### src/rtl/oflow_arb_pkg.sv
// Shared definitions for the registration-port arbiter: FSM states, the
// address/data widths agreed with the PE, and the wait-counter width.
package oflow_arb_pkg;

  localparam int ADDR_W_DEF = 8;
  localparam int DATA_W_DEF = 112;

  // Wait counters must hold MAX_WAIT up to 15.
  localparam int CNT_W = 4;

  typedef enum logic [1:0] {
    IDLE  = 2'd0,
    WRITE = 2'd1,
    READ  = 2'd2
  } state_t;

endpackage

### src/rtl/oflow_arb_wait_cnt.sv
// Saturating wait counter for one requester: counts cycles spent asking
// without being served, stops at MAX_WAIT, and clears on grant or idle.
module oflow_arb_wait_cnt
  import oflow_arb_pkg::*;
#(
  parameter int MAX_WAIT = 4
) (
  input  logic             clk,
  input  logic             reset_N,
  input  logic             req,
  input  logic             gnt,
  output logic [CNT_W-1:0] count
);

  localparam logic [CNT_W-1:0] MAX_CNT = CNT_W'(MAX_WAIT);

  // Count unserved request cycles, holding at the starvation threshold.
  // NOTE: sequential state uses <= so every flop samples pre-edge values.
  always_ff @(posedge clk) begin
    if (!reset_N)          count <= '0;
    else if (!req || gnt)  count <= '0;
    else if (count != MAX_CNT) count <= count + 1'b1;
  end

endmodule

### src/rtl/oflow_reg_arb.sv
// Arbiter for the single PE registration port shared by a write requester
// and a read requester. Each transaction occupies one bus cycle followed by
// an IDLE decision cycle. Ties go to write unless OFLOW_ARB_RR_EN is defined,
// in which case they alternate round-robin. A starvation guard forces a
// requester through once it has waited MAX_WAIT cycles.
module oflow_reg_arb
  import oflow_arb_pkg::*;
#(
  parameter int ADDR_W   = ADDR_W_DEF,
  parameter int DATA_W   = DATA_W_DEF,
  parameter int MAX_WAIT = 4
) (
  input  logic              clk,
  input  logic              reset_N,
  input  logic              wr_req,
  input  logic [ADDR_W-1:0] wr_addr,
  input  logic [DATA_W-1:0] wr_data,
  output logic              wr_gnt,
  input  logic              rd_req,
  input  logic [ADDR_W-1:0] rd_addr,
  output logic              rd_gnt,
  output logic              rd_valid,
  output logic [DATA_W-1:0] rd_data,
  output logic              pe_EN,
  output logic              pe_wr,
  output logic [ADDR_W-1:0] pe_addr,
  output logic [DATA_W-1:0] pe_data_in,
  input  logic [DATA_W-1:0] pe_data_out,
  output logic              busy
);

  localparam logic [CNT_W-1:0] MAX_CNT = CNT_W'(MAX_WAIT);

  state_t           state, state_nxt;
  logic [CNT_W-1:0] wr_wait, rd_wait;
  logic             wr_starved, rd_starved, tie_rd;

  oflow_arb_wait_cnt #(.MAX_WAIT(MAX_WAIT)) u_wr_wait (
    .clk     (clk),
    .reset_N (reset_N),
    .req     (wr_req),
    .gnt     (wr_gnt),
    .count   (wr_wait)
  );

  oflow_arb_wait_cnt #(.MAX_WAIT(MAX_WAIT)) u_rd_wait (
    .clk     (clk),
    .reset_N (reset_N),
    .req     (rd_req),
    .gnt     (rd_gnt),
    .count   (rd_wait)
  );

  assign wr_starved = wr_req && (wr_wait == MAX_CNT);
  assign rd_starved = rd_req && (rd_wait == MAX_CNT);

`ifdef OFLOW_ARB_RR_EN
  // rr_rd set means the read side owns the next unforced tie.
  logic rr_rd;
  logic tie;

  assign tie    = (state == IDLE) && wr_req && rd_req && !wr_starved && !rd_starved;
  assign tie_rd = rr_rd;

  // Hand the next tie to the other requester after each tie is granted.
  always_ff @(posedge clk) begin
    if (!reset_N)  rr_rd <= 1'b0;
    else if (tie)  rr_rd <= !rr_rd;
  end
`else
  assign tie_rd = 1'b0;
`endif

  // Next-state decision: read wins when it is alone, starved, or owns the
  // tie and write is not starved; otherwise any write request wins.
  // NOTE: state_nxt is defaulted first so no path can infer a latch.
  always_comb begin
    state_nxt = IDLE;
    case (state)
      IDLE: begin
        if (rd_req && (!wr_req || rd_starved || (!wr_starved && tie_rd)))
          state_nxt = READ;
        else if (wr_req)
          state_nxt = WRITE;
      end
      default: state_nxt = IDLE;
    endcase
  end

  // State register plus the bus payload captured at the IDLE decision.
  always_ff @(posedge clk) begin
    if (!reset_N) begin
      state      <= IDLE;
      rd_valid   <= 1'b0;
      pe_addr    <= '0;
      pe_data_in <= '0;
    end else begin
      state    <= state_nxt;
      rd_valid <= (state == READ);
      if (state_nxt == WRITE) begin
        pe_addr    <= wr_addr;
        pe_data_in <= wr_data;
      end else if (state_nxt == READ) begin
        pe_addr <= rd_addr;
      end
    end
  end

  assign wr_gnt  = (state == WRITE);
  assign rd_gnt  = (state == READ);
  assign pe_EN   = wr_gnt || rd_gnt;
  assign pe_wr   = wr_gnt;
  assign busy    = (state != IDLE);
  // Gated so rd_data reads zero outside its valid cycle and under reset.
  assign rd_data = rd_valid ? pe_data_out : '0;

endmodule

### config.mk
export PLATFORM = sky130hd
export DESIGN_NAME = oflow_reg_arb
export DESIGN_NICKNAME = d
export VERILOG_FILES = /design/src/rtl/oflow_arb_pkg.sv /design/src/rtl/oflow_arb_wait_cnt.sv /design/src/rtl/oflow_reg_arb.sv
export SDC_FILE = /design/constraint.sdc
export NUM_CORES = 1
export LEC_CHECK = 0
export ABC_CLOCK_PERIOD_IN_PS = 2000
export CAP_MARGIN = 0
export CORE_AREA = 2 2 190 192
export DETAILED_ROUTE_END_ITERATION = 10
export DIE_AREA = 0 0 192 194
export GPL_ROUTABILITY_DRIVEN = 0
export MAX_ROUTING_LAYER = met4
export PLACE_DENSITY = 0.54
export SYNTH_ARGS = -nofsm -noshare
export SYNTH_HDL_FRONTEND = slang
export SYNTH_SLANG_ARGS = --single-unit
### constraint.sdc
create_clock -name clk -period 2 [get_ports clk]
set_input_delay 0.4 -clock clk [delete_from_list [all_inputs] [get_ports clk]]
set_output_delay 0.4 -clock clk [all_outputs]
set_load 0.02 [all_outputs]
==> results.cfg, run 1 <==
[outcome]
status = completed

[setup_path]
arrival_ns = 1.53
start_kind = register
worstSetupPathType = register to primary output
startpoint = rd_valid$_SDFF_PN0_
crit_fanout = 36
crit_required_ns = 1.60
r2r_start = u_rd_wait.count[0]$_SDFFE_PP0P_
crit_path_end_kind = primary output

[cells_and_area]
synthToLayoutAreaGrowth_pct = 107.0
multi_input_comb_area_sq_um = 2948
design_area_sq_um = 11900
fill_cells = 3644
layout.cells.non_filler = 1530
ff_latch_area_sq_um = 2547
drive_gt1_share_pct = 9.082
final_nets = 1306

[cts]
insertion_delay_ns = 0.42
cts_buffers = 17
path_clk_slew_ns = 0.07
cts-root-buf = clkbuf_16
cts_tree = done
htreeDepth = 4
clk_path_buf_depth = 2
cts_sinks = 127

[sta]
slew_headroom_pct = 69.14
hold_viol_final = 0
rsz0062_at_grt = yes
setup_slack_ns = 0.07495
worst_slew_pin_slew_ns = 0.4629
setup_viol = 0
report.final.slew_viol_count = 0
max_freq_mhz = 519.5
finClkSkew_ns = 0.01023
fin_tns_setup_ns = 0
min_period_ns = 1.925
finalCritPeriodShare_pct = 96.25

[pwr]
ir_drop_v = 0.0005151
power_leakage_nw = 4.891
powerDensity_nw_per_um2 = 679.2
fin_total_pwr_mw = 8.081

[detailed_routing]
drtIter0Drc = 167
drc = 0
wl_per_cell_um = 16.03
dr.pass1.iters = 4
drtAntennaViolNets = 0
routed-via-count = 5619
via_per_inst = 3.673
wl_mm = 24.53

[floorplanning]
core_region_area_sq_um = 35220
fp.dieW_um = 192
die_h_um = 194
num_io_pins = 482
num_rows = 69
initial_core_util_pct = 16.32
die_area_sq_um = 37250

[logic_synthesis]
synth_cell_types = 20
synthesis.area_sq_um = 5748
synth_common_cells = dfxtp_1 (127), mux2i_1 (122), and2_1 (113)
synth_nets = 814
synth-edff-count = 0
synth_top_cell_area_share_pct = 44.23
synth_most_common_cell = dfxtp_1
avgSynthCellArea_sq_um = 10.21
ys_ff_latch = 127
async_flop_share_pct = 0
netlist_top_cells_area = dfxtp_1 (44%), mux2i_1 (21%), and2_1 (12%), nor2b_1 (12%), buf_8 (2.1%)
synth_cells = 563
post-synth-top-area-cell = dfxtp_1
yosys_most_used_dff = dfxtp_1
synth-seq-area-share_pct = 44.23
yosys_warnings = 0

[placement]
dp.cells = 1488
io_buffers = 481
placed_cell_area_sq_um = 11200
hpwl_mm = 18.50
dp_slack_ns = -0.1504

[global_route]
antenna_found_initial = 1
grt_max_degree = 73
grt.overflow.total = 0
grt_pass1_vias = 5621
grt_pass1_wl_mm = 34.69
grt_use_total_pct = 12.85

[hold_path]
hold_start = reset_N
hold_path_class = primary input to register

[run]
drv_cap = 0
[cell families (layout without fill, tap and decap cells)]
group | after synthesis | count (layout) | synth area share, %
buf+inv | 47 | 552 | 5.355
fa+ha+maj | 7 | 7 | 1.524
compound gates | 19 | 19 | 1.654
other cells | 0 | 1 | 0
simple gates | 239 | 239 | 25.69
mux | 122 | 122 | 21.25
xor+xnor | 2 | 2 | 0.3048
flops | 127 | 127 | 44.23
[registers in the layout (all words and copies together) (netlist names)]
| name | count |
|---|---|
| u_rd_wait.count | 4 |
| state | 2 |
| rd_valid | 1 |
| pe_addr | 8 |
| pe_data_in | 112 |
[critical path, stage by stage, from the launching register on]
cell and delay [ns]:
dfxtp_4 0.41, buf_12 0.18, and2_1 0.15, dlygate4sd2_1 0.35
[report_power, final]
part	internal, mW	leakage, nW	switching [mW]
Clock	2.02	0.298	1.30
Combinational	1.15	3.55	0.801
Sequential	2.71	1.04	0.0935
Total	5.88	4.89	2.20
[cell usage in the layout, fill, tap and decap left out, types with 4 or more instances in the layout]
cell	n
a21oi_1	11
and2_1	111
buf_12	11
buf_2	6
buf_4	16
clkbuf_16	21
clkbuf_2	7
clkdlybuf4s15_1	30
clkdlybuf4s50_1	362
clkinvlp_4	4
dfxtp_1	125
dlygate4sd2_1	70
inv_1	5
inv_6	5
mux2i_1	118
mux2i_2	4
nor2_1	5
nor2b_1	112
o21ai_0	8
[stage by stage]
stage	hold WS (ns)	util [%]
after CTS	0.4654	33.21
after detailed placement	0.5039	31.79
after global routing	0.4830	33.78
final	0.4681	33.78
after floorplan	0.4878	-
after global placement	0.4942	31.79
[worst paths after layout]
kind                                                        end  slack, ns  depth (start not counted)
worst max-delay path                                rd_data[98]       0.07                          3
worst max register to register      pe_data_in[97]$_SDFFE_PN0N_       0.15                         11
worst min-delay path                    pe_addr[1]$_SDFFE_PN0P_       0.47                          3
worst min register to register  u_rd_wait.count[1]$_SDFFE_PP0P_       0.50                          2
[layout make-up]
cell class,count,area share (%)
timing repair buffer,513,43.45
antenna,1,0.02103
clock inverter,14,1.514
timing repair inverter,1,0.06310
inverter,6,0.2208
clock buffer,18,3.691
sequential,127,21.41
multi-input combinational,389,24.78
tap,461,4.848
[metal layers]
layer,up-vias,GRT usage [%],wire length (um)
met2,258,20.55,11590
met4,0,3.817,376
met5,-,-,0
li1,2809,-,-
met3,22,4.163,2245
met1,2530,15.34,10320
[timing repair]
action,in CTS,in global routing
hold buffers,0,0
gates cloned,1,5
pin swaps,0,1
setup buffers,0,3
resized for setup,143,57
endpoints found under the setup margin,115,149
No activity file was read; power rests on OpenSTA's default activity.
==> run 2, diff against run 1 <==
--- a/config.mk
+++ b/config.mk
@@ -5,14 +5,15 @@
 export SDC_FILE = /design/constraint.sdc
 export NUM_CORES = 1
 export LEC_CHECK = 0
+export ABC_AREA = 1
 export ABC_CLOCK_PERIOD_IN_PS = 2000
 export CAP_MARGIN = 0
-export CORE_AREA = 2 2 190 192
+export CORE_AREA = 2 2 185 187
 export DETAILED_ROUTE_END_ITERATION = 10
-export DIE_AREA = 0 0 192 194
+export DIE_AREA = 0 0 187 189
 export GPL_ROUTABILITY_DRIVEN = 0
 export MAX_ROUTING_LAYER = met4
-export PLACE_DENSITY = 0.54
+export PLACE_DENSITY = 0.56
 export SYNTH_ARGS = -nofsm -noshare
 export SYNTH_HDL_FRONTEND = slang
 export SYNTH_SLANG_ARGS = --single-unit
==> run 2 against run 1 <==
Net effect:
- fmax rose by 1.0%
- synthesized area rose by 1.3%
- sequential share of layout area rose by 0.51 points
- clock power fell by 4%
- first-iteration DRC count rose by 44%
- synthesized cell count rose by 49%
- core utilization rose by 1.1 points
- final cell count rose by 16%
- critical path type unchanged
- highest routed layer unchanged
==> results.cfg, run 2 <==
[cells_and_area]
final_nets = 1559
reg_top3 = pe_data_in (112), pe_addr (8), u_rd_wait.count (4)
largest_register_ffs = 112
fill_cells = 3536
layout_common_cells = clkdlybuf4s50_1 (362), nor2_1 (149), inv_1 (143)
mostFrequentLayoutCell = clkdlybuf4s50_1
drive_gt1_share_pct = 13.79
ff_latch_area_sq_um = 2546
multi_input_comb_area_sq_um = 2400
largest_register = pe_data_in
synthToLayoutAreaGrowth_pct = 99.51

[sta]
report.final.slew_viol_count = 0
worst_slew_pin_slew_ns = 0.3688
finalCritPeriodShare_pct = 95.29
slew_headroom_pct = 75.33
max_freq_mhz = 524.7
setup_viol = 0
setup_slack_ns = 0.09418
hold_viol_final = 0
finClkSkew_ns = 0.005187
min_period_ns = 1.906
rsz0062_at_grt = yes
fin_tns_setup_ns = 0

[setup_path]
cp_cell_sequence = buf_12 -> nand2_1 -> inv_1 -> dlygate4sd2_1
crit_required_ns = 1.60
max_stage_delay_ns = 0.42
start_kind = register
worstSetupPathType = register to primary output
path_delay_family = buffers and inverters
arrival_ns = 1.51
slowest_stage = dfxtp_4
crit_path_end_kind = primary output
cp_num_buf_inv = 3
crit_fanout = 19

[logic_synthesis]
synth-edff-count = 0
ys_ff_latch = 127
synthesis.area_sq_um = 5822
synth_most_common_cell = nor2_1
synth_common_cells = nor2_1 (149), inv_1 (146), nand2_1 (130)
synth_top_cell_area_share_pct = 43.67
yosys_warnings = 0
avgSynthCellArea_sq_um = 6.939
yosys_most_used_dff = dfxtp_1
netlist_top_cells_area = dfxtp_1 (44%), nor2_1 (9.6%), o21ai_0 (9.5%), inv_1 (9.4%), nor2_2 (8.6%)
post-synth-top-area-cell = dfxtp_1
synth_cells = 839
async_flop_share_pct = 0
synth_cell_types = 19
synth_nets = 1090
synth-seq-area-share_pct = 43.67

[cts]
path_clk_slew_ns = 0.05
ctsHoldBuffers = 0
cts_tree = done
htreeDepth = 4
cts_sinks = 127
cts_buffers = 17
clk_path_buf_depth = 2
insertion_delay_ns = 0.43
cts-root-buf = clkbuf_16

[floorplanning]
fp.dieW_um = 187
die_area_sq_um = 35340
die_h_um = 189
core_region_area_sq_um = 33280
num_io_pins = 482
num_rows = 67
initial_core_util_pct = 17.49

[global_route]
grt.overflow.total = 0
grt_max_degree = 73
grt_use_total_pct = 17.65
grt_pass1_wl_mm = 44.95
antenna_found_initial = 3
grt_pass1_vias = 7015

[detailed_routing]
via_per_inst = 3.915
routed-via-count = 6929
drc = 0
wl_mm = 30.54
drtIter0Drc = 241
dr.pass1.iters = 4
drtAntennaViolNets = 0
wl_per_cell_um = 17.26

[pwr]
ir_drop_v = 0.0006346
powerDensity_nw_per_um2 = 703.6
power_leakage_nw = 5.852

[placement]
dp_slack_ns = -0.1006
io_buffers = 481
hpwl_mm = 24.50

[run]
drv_cap = 0

[hold_path]
hold_path_class = primary input to register

[outcome]
status = completed
[run 2: path summary, 6_finish.rpt]
kind / startpoint / endpoint / slack (ns) / cells after the start
worst max-delay path: rd_valid$_SDFF_PN0_ / rd_data[86] / 0.09 / 4
worst min-delay path: reset_N / rd_valid$_SDFF_PN0_ / 0.37 / 3
worst max register to register: u_rd_wait.count[0]$_SDFFE_PP0P_ / pe_data_in[29]$_SDFFE_PN0N_ / 0.18 / 9
worst min register to register: pe_data_in[39]$_SDFFE_PN0N_ / pe_data_in[39]$_SDFFE_PN0N_ / 0.50 / 2
[run 2: worst reg2reg max path, delay by kind of cell (launching register included)]
kind | cells | cell delay, ns
AO/OA/AOI/OAI | 1 | 0.30
adder cells (fa/ha/maj) | 2 | 0.45
buffers and inverters | 2 | 0.26
flip-flops | 1 | 0.31
AND/OR/NAND/NOR | 4 | 0.41
[run 2: metrics by stage]
step / utilization (%) / total power [mW] / std cells / area, sq um / hold slack, ns
2_1_floorplan: - / 3.829 / 839 / 5822 / 0.4799
3_3_place_gp: 33.24 / 5.068 / 1736 / 11060 / 0.4737
3_5_place_dp: 33.24 / 5.080 / 1736 / 11060 / 0.4827
4_1_cts: 34.91 / 8.316 / 1769 / 11620 / 0.3677
5_1_grt: 34.90 / 8.589 / 1770 / 11610 / 0.3873
6_report: 34.90 / 8.172 / 1770 / 11610 / 0.3718
[run 2: where the power goes]
part / switching (mW) / internal, mW
Sequential: 0.115 / 2.77
Clock: 1.14 / 2.03
Combinational: 1.03 / 1.08
Total: 2.28 / 5.89
[run 2: cells by family (layout without fill, tap and decap cells)]
family,after synthesis,after routing,synth area share [%]
AO/OA/AOI/OAI,139,139,11.95
XOR/XNOR,1,1,0.1505
adder cells (fa/ha/maj),7,7,1.504
buffers and inverters,199,680,15.50
flip-flops,127,127,43.67
other,0,2,0
AND/OR/NAND/NOR,366,366,27.23
[run 2: per-layer routing]
| metal | global-route usage (%) | share of wire (%) |
|---|---|---|
| met1 | 17.84 | 38 |
| met2 | 31.68 | 52 |
| met3 | 6.191 | 8.1 |
| met4 | 6.013 | 2.5 |
| met5 | - | 0 |
[run 2: repair_timing]
item | 4_1_cts | 5_1_grt
gates resized for setup | 80 | 10
endpoints found under the setup margin | 91 | 48
gates cloned | 1 | 0
setup buffers | 1 | 0
[run 2: final cells by class]
type	instances	area share, %
clock inverter	4	0.6248
timing repair buffer	502	42.62
sequential	127	21.92
tap	448	4.826
antenna	2	0.04309
inverter	147	4.794
multi-input combinational	513	20.66
clock buffer	27	4.514
